File: src/rtl/shift_seq_pkg.sv
// Shared constants for the shift sequencer: data widths, step limit, FSM state
// encodings and the bit layout of the shifter control word.
package shift_seq_pkg;

  localparam int unsigned WIDTH    = 4;
  localparam int unsigned AMT_W    = 4;
  localparam int unsigned MAX_STEP = 3;

  localparam logic [1:0] IDLE = 2'd0;
  localparam logic [1:0] RUN  = 2'd1;
  localparam logic [1:0] DONE = 2'd2;

  // Control word is {fill, step[1:0], dir}
  localparam int unsigned FILL_BIT = 3;
  localparam int unsigned AMT_MSB  = 2;
  localparam int unsigned AMT_LSB  = 1;
  localparam int unsigned DIR_BIT  = 0;

endpackage

File: src/rtl/shift_step_calc.sv
// Combinational step sizing: clamps the remaining amount to the shifter's
// per-step limit and assembles the shifter control word.
module shift_step_calc
  import shift_seq_pkg::*;
(
  input  logic [AMT_W-1:0] rem_i,
  input  logic             dir_i,
  input  logic             fill_i,
  output logic [1:0]       step_o,
  output logic [3:0]       ctrl_o
);

  always_comb begin
    step_o = (rem_i >= AMT_W'(MAX_STEP)) ? 2'(MAX_STEP) : rem_i[1:0];
    ctrl_o                  = '0;
    ctrl_o[FILL_BIT]        = fill_i;
    ctrl_o[AMT_MSB:AMT_LSB] = step_o;
    ctrl_o[DIR_BIT]         = dir_i;
  end

endmodule

File: src/rtl/shift_sequencer.sv
// Multi-cycle controller that splits a 0-15 position shift into steps of at most
// three for an external 4-bit shifter. SHIFT_SEQ_STICKY_OVF_EN makes overflow sticky.
module shift_sequencer
  import shift_seq_pkg::*;
(
  input  logic             clk,
  input  logic             rst,
  input  logic             in_valid_i,
  output logic             in_ready_o,
  input  logic [WIDTH-1:0] in_data_i,
  input  logic [AMT_W-1:0] in_amt_i,
  input  logic             in_dir_i,
  input  logic             in_fill_i,
  output logic [WIDTH-1:0] sh_a_o,
  output logic [3:0]       sh_b_o,
  input  logic [WIDTH-1:0] sh_x_i,
  input  logic             sh_y_i,
  output logic             out_valid_o,
  input  logic             out_ready_i,
  output logic [WIDTH-1:0] out_data_o,
  output logic             out_ovf_o
);

  logic [1:0]       state_q, state_d;
  logic [WIDTH-1:0] acc_q, acc_d;
  logic [AMT_W-1:0] rem_q, rem_d;
  logic             dir_q, dir_d;
  logic             fill_q, fill_d;
  logic             ovf_q, ovf_d;

  logic [1:0]       step;
  logic [3:0]       ctrl;
  logic [AMT_W-1:0] rem_next;

  shift_step_calc u_step_calc (
    .rem_i  (rem_q),
    .dir_i  (dir_q),
    .fill_i (fill_q),
    .step_o (step),
    .ctrl_o (ctrl)
  );

  assign rem_next = rem_q - {{(AMT_W-2){1'b0}}, step};

  always_comb begin
    state_d = state_q;
    acc_d   = acc_q;
    rem_d   = rem_q;
    dir_d   = dir_q;
    fill_d  = fill_q;
    ovf_d   = ovf_q;
    case (state_q)
      IDLE: begin
        if (in_valid_i) begin
          acc_d   = in_data_i;
          rem_d   = in_amt_i;
          dir_d   = in_dir_i;
          fill_d  = in_fill_i;
          ovf_d   = 1'b0;
          state_d = (in_amt_i != '0) ? RUN : DONE;
        end
      end
      RUN: begin
        acc_d = sh_x_i;
`ifdef SHIFT_SEQ_STICKY_OVF_EN
        ovf_d = ovf_q | sh_y_i;
`else
        ovf_d = sh_y_i;
`endif
        rem_d = rem_next;
        if (rem_next == '0) state_d = DONE;
      end
      DONE: begin
        if (out_ready_i) state_d = IDLE;
      end
      default: state_d = IDLE;
    endcase
  end

  always_ff @(posedge clk or posedge rst) begin
    if (rst) begin
      state_q <= IDLE;
      acc_q   <= '0;
      rem_q   <= '0;
      dir_q   <= 1'b0;
      fill_q  <= 1'b0;
      ovf_q   <= 1'b0;
    end else begin
      state_q <= state_d;
      acc_q   <= acc_d;
      rem_q   <= rem_d;
      dir_q   <= dir_d;
      fill_q  <= fill_d;
      ovf_q   <= ovf_d;
    end
  end

  // Outputs are gated by state so they sit at zero outside the phase that owns them.
  always_comb begin
    in_ready_o  = (state_q == IDLE);
    out_valid_o = (state_q == DONE);
    out_data_o  = (state_q == DONE) ? acc_q : '0;
    out_ovf_o   = (state_q == DONE) ? ovf_q : 1'b0;
    sh_a_o      = (state_q == RUN) ? acc_q : '0;
    sh_b_o      = (state_q == RUN) ? ctrl : '0;
  end

endmodule

File: config.mk
export PLATFORM = sky130hd
export DESIGN_NAME = shift_sequencer
export DESIGN_NICKNAME = d
export VERILOG_FILES = /design/src/rtl/shift_seq_pkg.sv /design/src/rtl/shift_step_calc.sv /design/src/rtl/shift_sequencer.sv
export SDC_FILE = /design/constraint.sdc
export NUM_CORES = 1
export LEC_CHECK = 0
export CORE_MARGIN = 2
export CORE_UTILIZATION = 42
export DETAILED_ROUTE_END_ITERATION = 8
export PLACE_DENSITY_LB_ADDON = 0.05
export SLEW_MARGIN = 15
export SYNTH_ARGS = -nofsm -noshare
export SYNTH_HDL_FRONTEND = slang
export SYNTH_SLANG_ARGS = --single-unit
File: constraint.sdc
create_clock -name clk -period 2.6 [get_ports clk]
set_input_delay 0.52 -clock clk [delete_from_list [all_inputs] [get_ports clk]]
set_output_delay 0.52 -clock clk [all_outputs]
set_load 0.005 [all_outputs]
==> results_dict.tcl, run 1 <==
set metrics [dict create \
    status "finished, final reports clean" \
    finClkSkew_ns 0.0108 \
    synth_top_family_by_area "compound AO/OA/AOI/OAI gates" \
    insertion_delay_ns 0.28 \
    routed_via_density 5.28 \
    final_cell_mix "clkdlybuf4s50_1, dfrtp_1, and2_1" \
    start_util 0.441 \
    wl_per_cell_um 13.7 \
    hpwl_um 1560 \
    rsz0062_at_grt "no" \
    die_w_um 48.9 \
    synthXorXnorAreaFrac 0 \
    cts_hold_buf 0 \
    fp.dieArea_um2 2390 \
    syn_to_final_growth_pct 44.0 \
    tightestPinTransition_ns 0.527 \
    setup_viol 0 \
    pre_cts_ws_ns 0.454 \
    first_pass_iters 4 \
    grt_pass1_wl_um 3300 \
    nFillCells 176 \
    die_h_um 48.9 \
    grt_use_total 0.177 \
    rows 16 \
    yosys.area_share.simple 0.236 \
    ys_ff_latch 13 \
    finalCriticalPeriod_ns 2.39 \
    cts_sinks 13 \
    synth.area.top_cells "dfrtp_1, and2_1, nor2b_1, a21oi_1, o21ai_0" \
    leakage_uw 0.000504 \
    grt_max_degree 14 \
    grt_pass1_vias 777 \
    core_um2 1920 \
    critPathLaunchType "register" \
    diodes 0 \
    drive_gt1_frac 0.104 \
    drtIter0Drc 15 \
    yosys_warnings 0 \
    overflow 0 \
    synth_fp_nets 112 \
    cp_data_required_time_ns 2.08 \
    vias 803 \
    path_class "register to primary output" \
    cts_setup_buffers 0 \
    antenna_found_initial 0 \
    fmax_ghz 0.419 \
    yosysSeqAreaShare 0.384 \
    syn_inst 92 \
    clkSlewWorstSetupHoldPaths_ns 0.09 \
    worst_path_max_delay_cell "clkdlybuf4s50_1" \
    routed_wl_um 2080 \
    numCtsBuffers 3 \
    clk_path_buf_depth 2 \
    htreeDepth 1 \
    crit_chain "nor2b_1, buf_4, o31a_1, clkdlybuf4s50_1" \
    synthMuxAreaShare 0.0266 \
    final.setup.worst_slack_ns 0.212 \
    cts_resized 0 \
    finalCritPeriodShare 0.918 \
    worstPathMaxFanout 12 \
    synth_area_per_cell_um2 9.21 \
    setup_tns_ns 0 \
    synth_fa_ha_area_frac 0.0148 \
    relSlewSlack 0.648 \
    drc_errors 0 \
    drv_slew 0 \
    ant_nets 0 \
    cts_tree "built" \
    portBuffers 33 \
    synth_compound_area_frac 0.276 \
    io_pins 34 \
    synth_top_area_share 0.384 \
    nets 146 \
    finalHoldViolations 0 \
    synth_cell_types 34 \
    crit_path_end_kind "primary output" \
    drv_cap 0 \
    holdCritPathClass "register to register" \
    synth_area_um2 847 \
    gp_congestion 0.852 \
    final_common_cell "clkdlybuf4s50_1" \
    p_per_area_nw_per_um2 1070 \
    cp.arrival_ns 1.87 \
    peakVddDrop_mv 0.665 \
    cts_root_buf "clkbuf_4" \
    critical-path-max-stage-delay_ns 0.51 \
    synth_top_cell_by_area "dfrtp_1" \
]
[stage by stage]
stage,std cells,instance area (um2),total power [uW],utilization,hold slack (ns)
floorplan,92,847,888,-,0.397
detailed placement,148,1190,1190,0.620,0.488
global placement,148,1190,1170,0.620,0.480
finish,152,1220,1310,0.635,0.506
CTS,152,1220,1320,0.635,0.510
global route,152,1220,1410,0.635,0.525
[cells in the mapped netlist]
library cell / n
a211o_1: 1
a211oi_2: 1
a21o_1: 1
a21oi_1: 7
a221oi_1: 1
a22o_1: 1
a22oi_1: 4
a2bb2oi_1: 1
a32o_2: 1
and2_1: 11
and3_1: 1
and3b_1: 2
buf_2: 2
buf_4: 1
buf_6: 1
clkbuf_1: 2
clkbuf_2: 1
dfrtp_1: 13
ha_1: 1
inv_1: 3
mux2_2: 2
nand2_1: 3
nand2b_1: 4
nor2_1: 2
nor2b_1: 8
o21a_1: 1
o21ai_0: 7
o21ba_2: 1
o21bai_1: 2
o221a_2: 1
o22ai_1: 1
o31a_1: 2
or3_1: 1
or4_1: 1
[flip-flops by register name, indices dropped and copies added, names as in the netlist]
name	flops
rem_q	4
state_q	2
ovf_q	1
dir_q	1
fill_q	1
acc_q	4
[where the power goes]
| group | switching, uW | internal [uW] |
|---|---|---|
| Clock | 72.1 | 57.0 |
| Sequential | 104 | 302 |
| Combinational | 319 | 456 |
[cells by family (layout without fill, tap and decap cells)]
logic type      Yosys count  in the layout
compound gates           33             33
simple gates             33             33
flops                    13             13
buf+inv                  10             43
mux                       2              2
fa+ha+maj                 1              1
[per-layer routing]
layer,part of all wire,track usage
met5,0,0
met4,0.0067,0.0714
met3,0.051,0.0215
met2,0.52,0.329
met1,0.42,0.205
[worst paths after layout]
check | from | end | slack [ns] | cells past startpoint
worst max-delay path | state_q[0] | sh_b_o[2] | 0.21 | 4
worst min-delay path | fill_q | fill_q | 0.51 | 1
worst max register to register | rem_q[2] | state_q[0] | 0.67 | 6
worst min register to register | fill_q | fill_q | 0.51 | 1
max in group asynchronous | rst | rem_q[2] | 1.66 | 2
min in group asynchronous | rst | state_q[0] | 0.58 | 2
[worst max-delay path, delay by kind of cell, from the launching register on]
kind | cells | cell delay (ns)
flip-flops | 1 | 0.45
buffers and inverters | 2 | 0.73
AND/OR/NAND/NOR | 1 | 0.25
AO/OA/AOI/OAI | 1 | 0.15
[layout make-up]
cell class	instances	area, um2	area share
Multi-Input combinational cell	69	469	0.385
Clock inverter	1	5.00	0.00410
Clock buffer	3	22.5	0.0185
Timing Repair Buffer	36	353	0.289
Sequential cell	13	325	0.267
Tap cell	27	33.8	0.0277
Inverter	3	11.3	0.00923
Note: power is estimated with default switching activity, not from simulation.
==> run 2: changes to the inputs <==
- CORE_UTILIZATION: 42 -> 43
- SYNTH_HIERARCHICAL: unset -> 1
==> run 2 against run 1 <==
  * First-iteration DRC count up 67%
  * Routed wire length up 6.4%
  * Sequential power down 8.9%
  * Sequential share of layout area down 1.2 points
  * Maximum frequency down 1.1%
  * Clock-buffer cell count up 1
  * Via count up 3.4%
  * Critical path type unchanged
  * Critical endpoint is now out_data_o[1]
==> results_dict.tcl, run 2 <==
set metrics [dict create \
    cts_hold_buf 0 \
    synth_cell_types 33 \
    drv_cap 0 \
    cp_data_required_time_ns 2.08 \
    finalCriticalPeriod_ns 2.41 \
    worst_path_max_delay_cell "clkdlybuf4s50_1" \
    nFillCells 178 \
    gp_congestion 0.811 \
    vias 830 \
    grt_pass1_wl_um 4000 \
    yosysSeqAreaShare 0.362 \
    drtIter0Drc 25 \
    ff2ff_setup_slack_ns 0.29 \
    crit_path_start "state_q[0]" \
    grt_pass1_vias 900 \
    synth_area_um2 900 \
    fin_cells 163 \
    synth_area_per_cell_um2 8.73 \
    io_pins 34 \
    top_regs "acc_q (4), rem_q (4), state_q (2)" \
    rows 16 \
    finalCritPeriodShare 0.928 \
    yosys_warnings 6 \
    cp.arrival_ns 1.89 \
    r2r_end "state_q[0]" \
    ant_nets 0 \
    core_um2 1960 \
    r2r_cells 7 \
    synth_top_cell_by_area "dfrtp_1" \
    finalHoldViolations 0 \
    crit_path_end_kind "primary output" \
    synthArstFlopShare 1.00 \
    leakage_uw 0.000543 \
    crit_chain "buf_4, nor2b_1, and2_1, clkdlybuf4s50_1" \
    start_util 0.459 \
    critical-path-max-stage-delay_ns 0.50 \
    r2r-start "rem_q[3]" \
    drv_slew 0 \
    cts_root_buf "clkbuf_4" \
    ys_top_cells_by_count "and2_1, dfrtp_1, a21oi_1" \
    wl_per_cell_um 13.6 \
    diodes 0 \
    multiInputGateArea_um2 499 \
    die_w_um 49.7 \
    hpwl_um 1670 \
    antenna_found_initial 0 \
    grt_max_degree 16 \
    worstPathMaxFanout 15 \
    finClkSkew_ns 0.00910 \
    cts_resized 0 \
    first_pass_iters 5 \
    insertion_delay_ns 0.28 \
    drive_gt1_frac 0.0956 \
    numCtsBuffers 3 \
    synth_fp_nets 125 \
    grt_use_total 0.210 \
    cts_setup_buffers 0 \
    drc_errors 0 \
    relSlewSlack 0.649 \
    setup_viol 0 \
    portBuffers 33 \
    ys_ff_latch 13 \
    fmax_ghz 0.414 \
    p_per_area_nw_per_um2 978 \
    placed_cells 159 \
    cts_tree "built" \
    clkSlewWorstSetupHoldPaths_ns 0.09 \
    tightestPinTransition_ns 0.525 \
    holdCritPathClass "register to register" \
    status "finished, final reports clean" \
    clk_path_buf_depth 2 \
    rsz0062_at_grt "no" \
    setup_tns_ns 0 \
    seqCellArea_um2 325 \
    path_class "register to primary output" \
    final_cell_mix "clkdlybuf4s50_1, and2_1, dfrtp_1" \
    synth_edf_count 0 \
    synth_top_area_share 0.362 \
    syn_to_final_growth_pct 41.7 \
    routed_via_density 5.09 \
    final_common_cell "clkdlybuf4s50_1" \
    nets 159 \
    fp.dieArea_um2 2470 \
    synthFlopType "dfrtp_1" \
    overflow 0 \
    critPathLaunchType "register" \
    syn_inst 103 \
    die_h_um 49.7 \
    peakVddDrop_mv 0.569 \
    critPathCapture "out_data_o[1]" \
    utilization 0.650 \
    synth.area.top_cells "dfrtp_1, and2_1, a21oi_1, o21ai_1, buf_4" \
    htreeDepth 1 \
    routed_wl_um 2210 \
    cts_sinks 13 \
]
## run 2: area by class of cell
cell class / count / share of cell area
multi-input combinational: 75 / 0.392
timing repair buffer: 38 / 0.289
sequential: 13 / 0.255
tap: 27 / 0.0265
clock buffer: 4 / 0.0206
inverter: 6 / 0.0177
## run 2: logic make-up after synthesis
| kind of cell | count (synthesis) | synth area share |
|---|---|---|
| xor+xnor | 1 | 0.00974 |
| flops | 13 | 0.362 |
| fa+ha+maj | 3 | 0.0501 |
| compound gates | 24 | 0.157 |
| buf+inv | 15 | 0.0834 |
| simple gates | 45 | 0.313 |
| mux | 2 | 0.0250 |
## run 2: per-layer routing
layer | GRT usage | vias to the layer above | share of wire
li1 | - | 417 | -
met1 | 0.268 | 383 | 0.44
met2 | 0.367 | 28 | 0.50
met3 | 0.0333 | 2 | 0.052
met4 | 0.0556 | 0 | 0.0081
met5 | 0 | - | 0
## run 2: power by group
group	total, uW	leakage, uW	internal [uW]	switching (uW)
Sequential	370	0.000152	299	71.9
Clock	128	0.0000150	59.4	68.8
Combinational	748	0.000375	421	326
Total	1250	0.000543	779	467
## run 2: worst min path at each step
stage | startpoint | endpoint | slack (ns) | cells after the start
finish | dir_q | dir_q | 0.49 | 1
global route | fill_q | fill_q | 0.52 | 1
CTS | dir_q | dir_q | 0.49 | 1
detailed placement | dir_q | dir_q | 0.47 | 1
global placement | fill_q | fill_q | 0.46 | 1
floorplan | rst | acc_q[0] | 0.40 | 1
## run 2: worst max-delay path: cells and delay by family, from the launching register on
family                 cells  cell delay [ns]
flip-flops                 1             0.39
AND/OR/NAND/NOR            2             0.54
buffers and inverters      2             0.69
## run 2: per-stage QoR
step | worst slack [ns] | hold slack (ns) | area (um2) | total power, uW
finish | 0.186 | 0.485 | 1270 | 1250
global route | 0.0680 | 0.522 | 1270 | 1370
CTS | 0.162 | 0.487 | 1270 | 1250
detailed placement | 0.346 | 0.467 | 1250 | 1120
global placement | 0.446 | 0.458 | 1250 | 1100
floorplan | 0.387 | 0.397 | 900 | 841
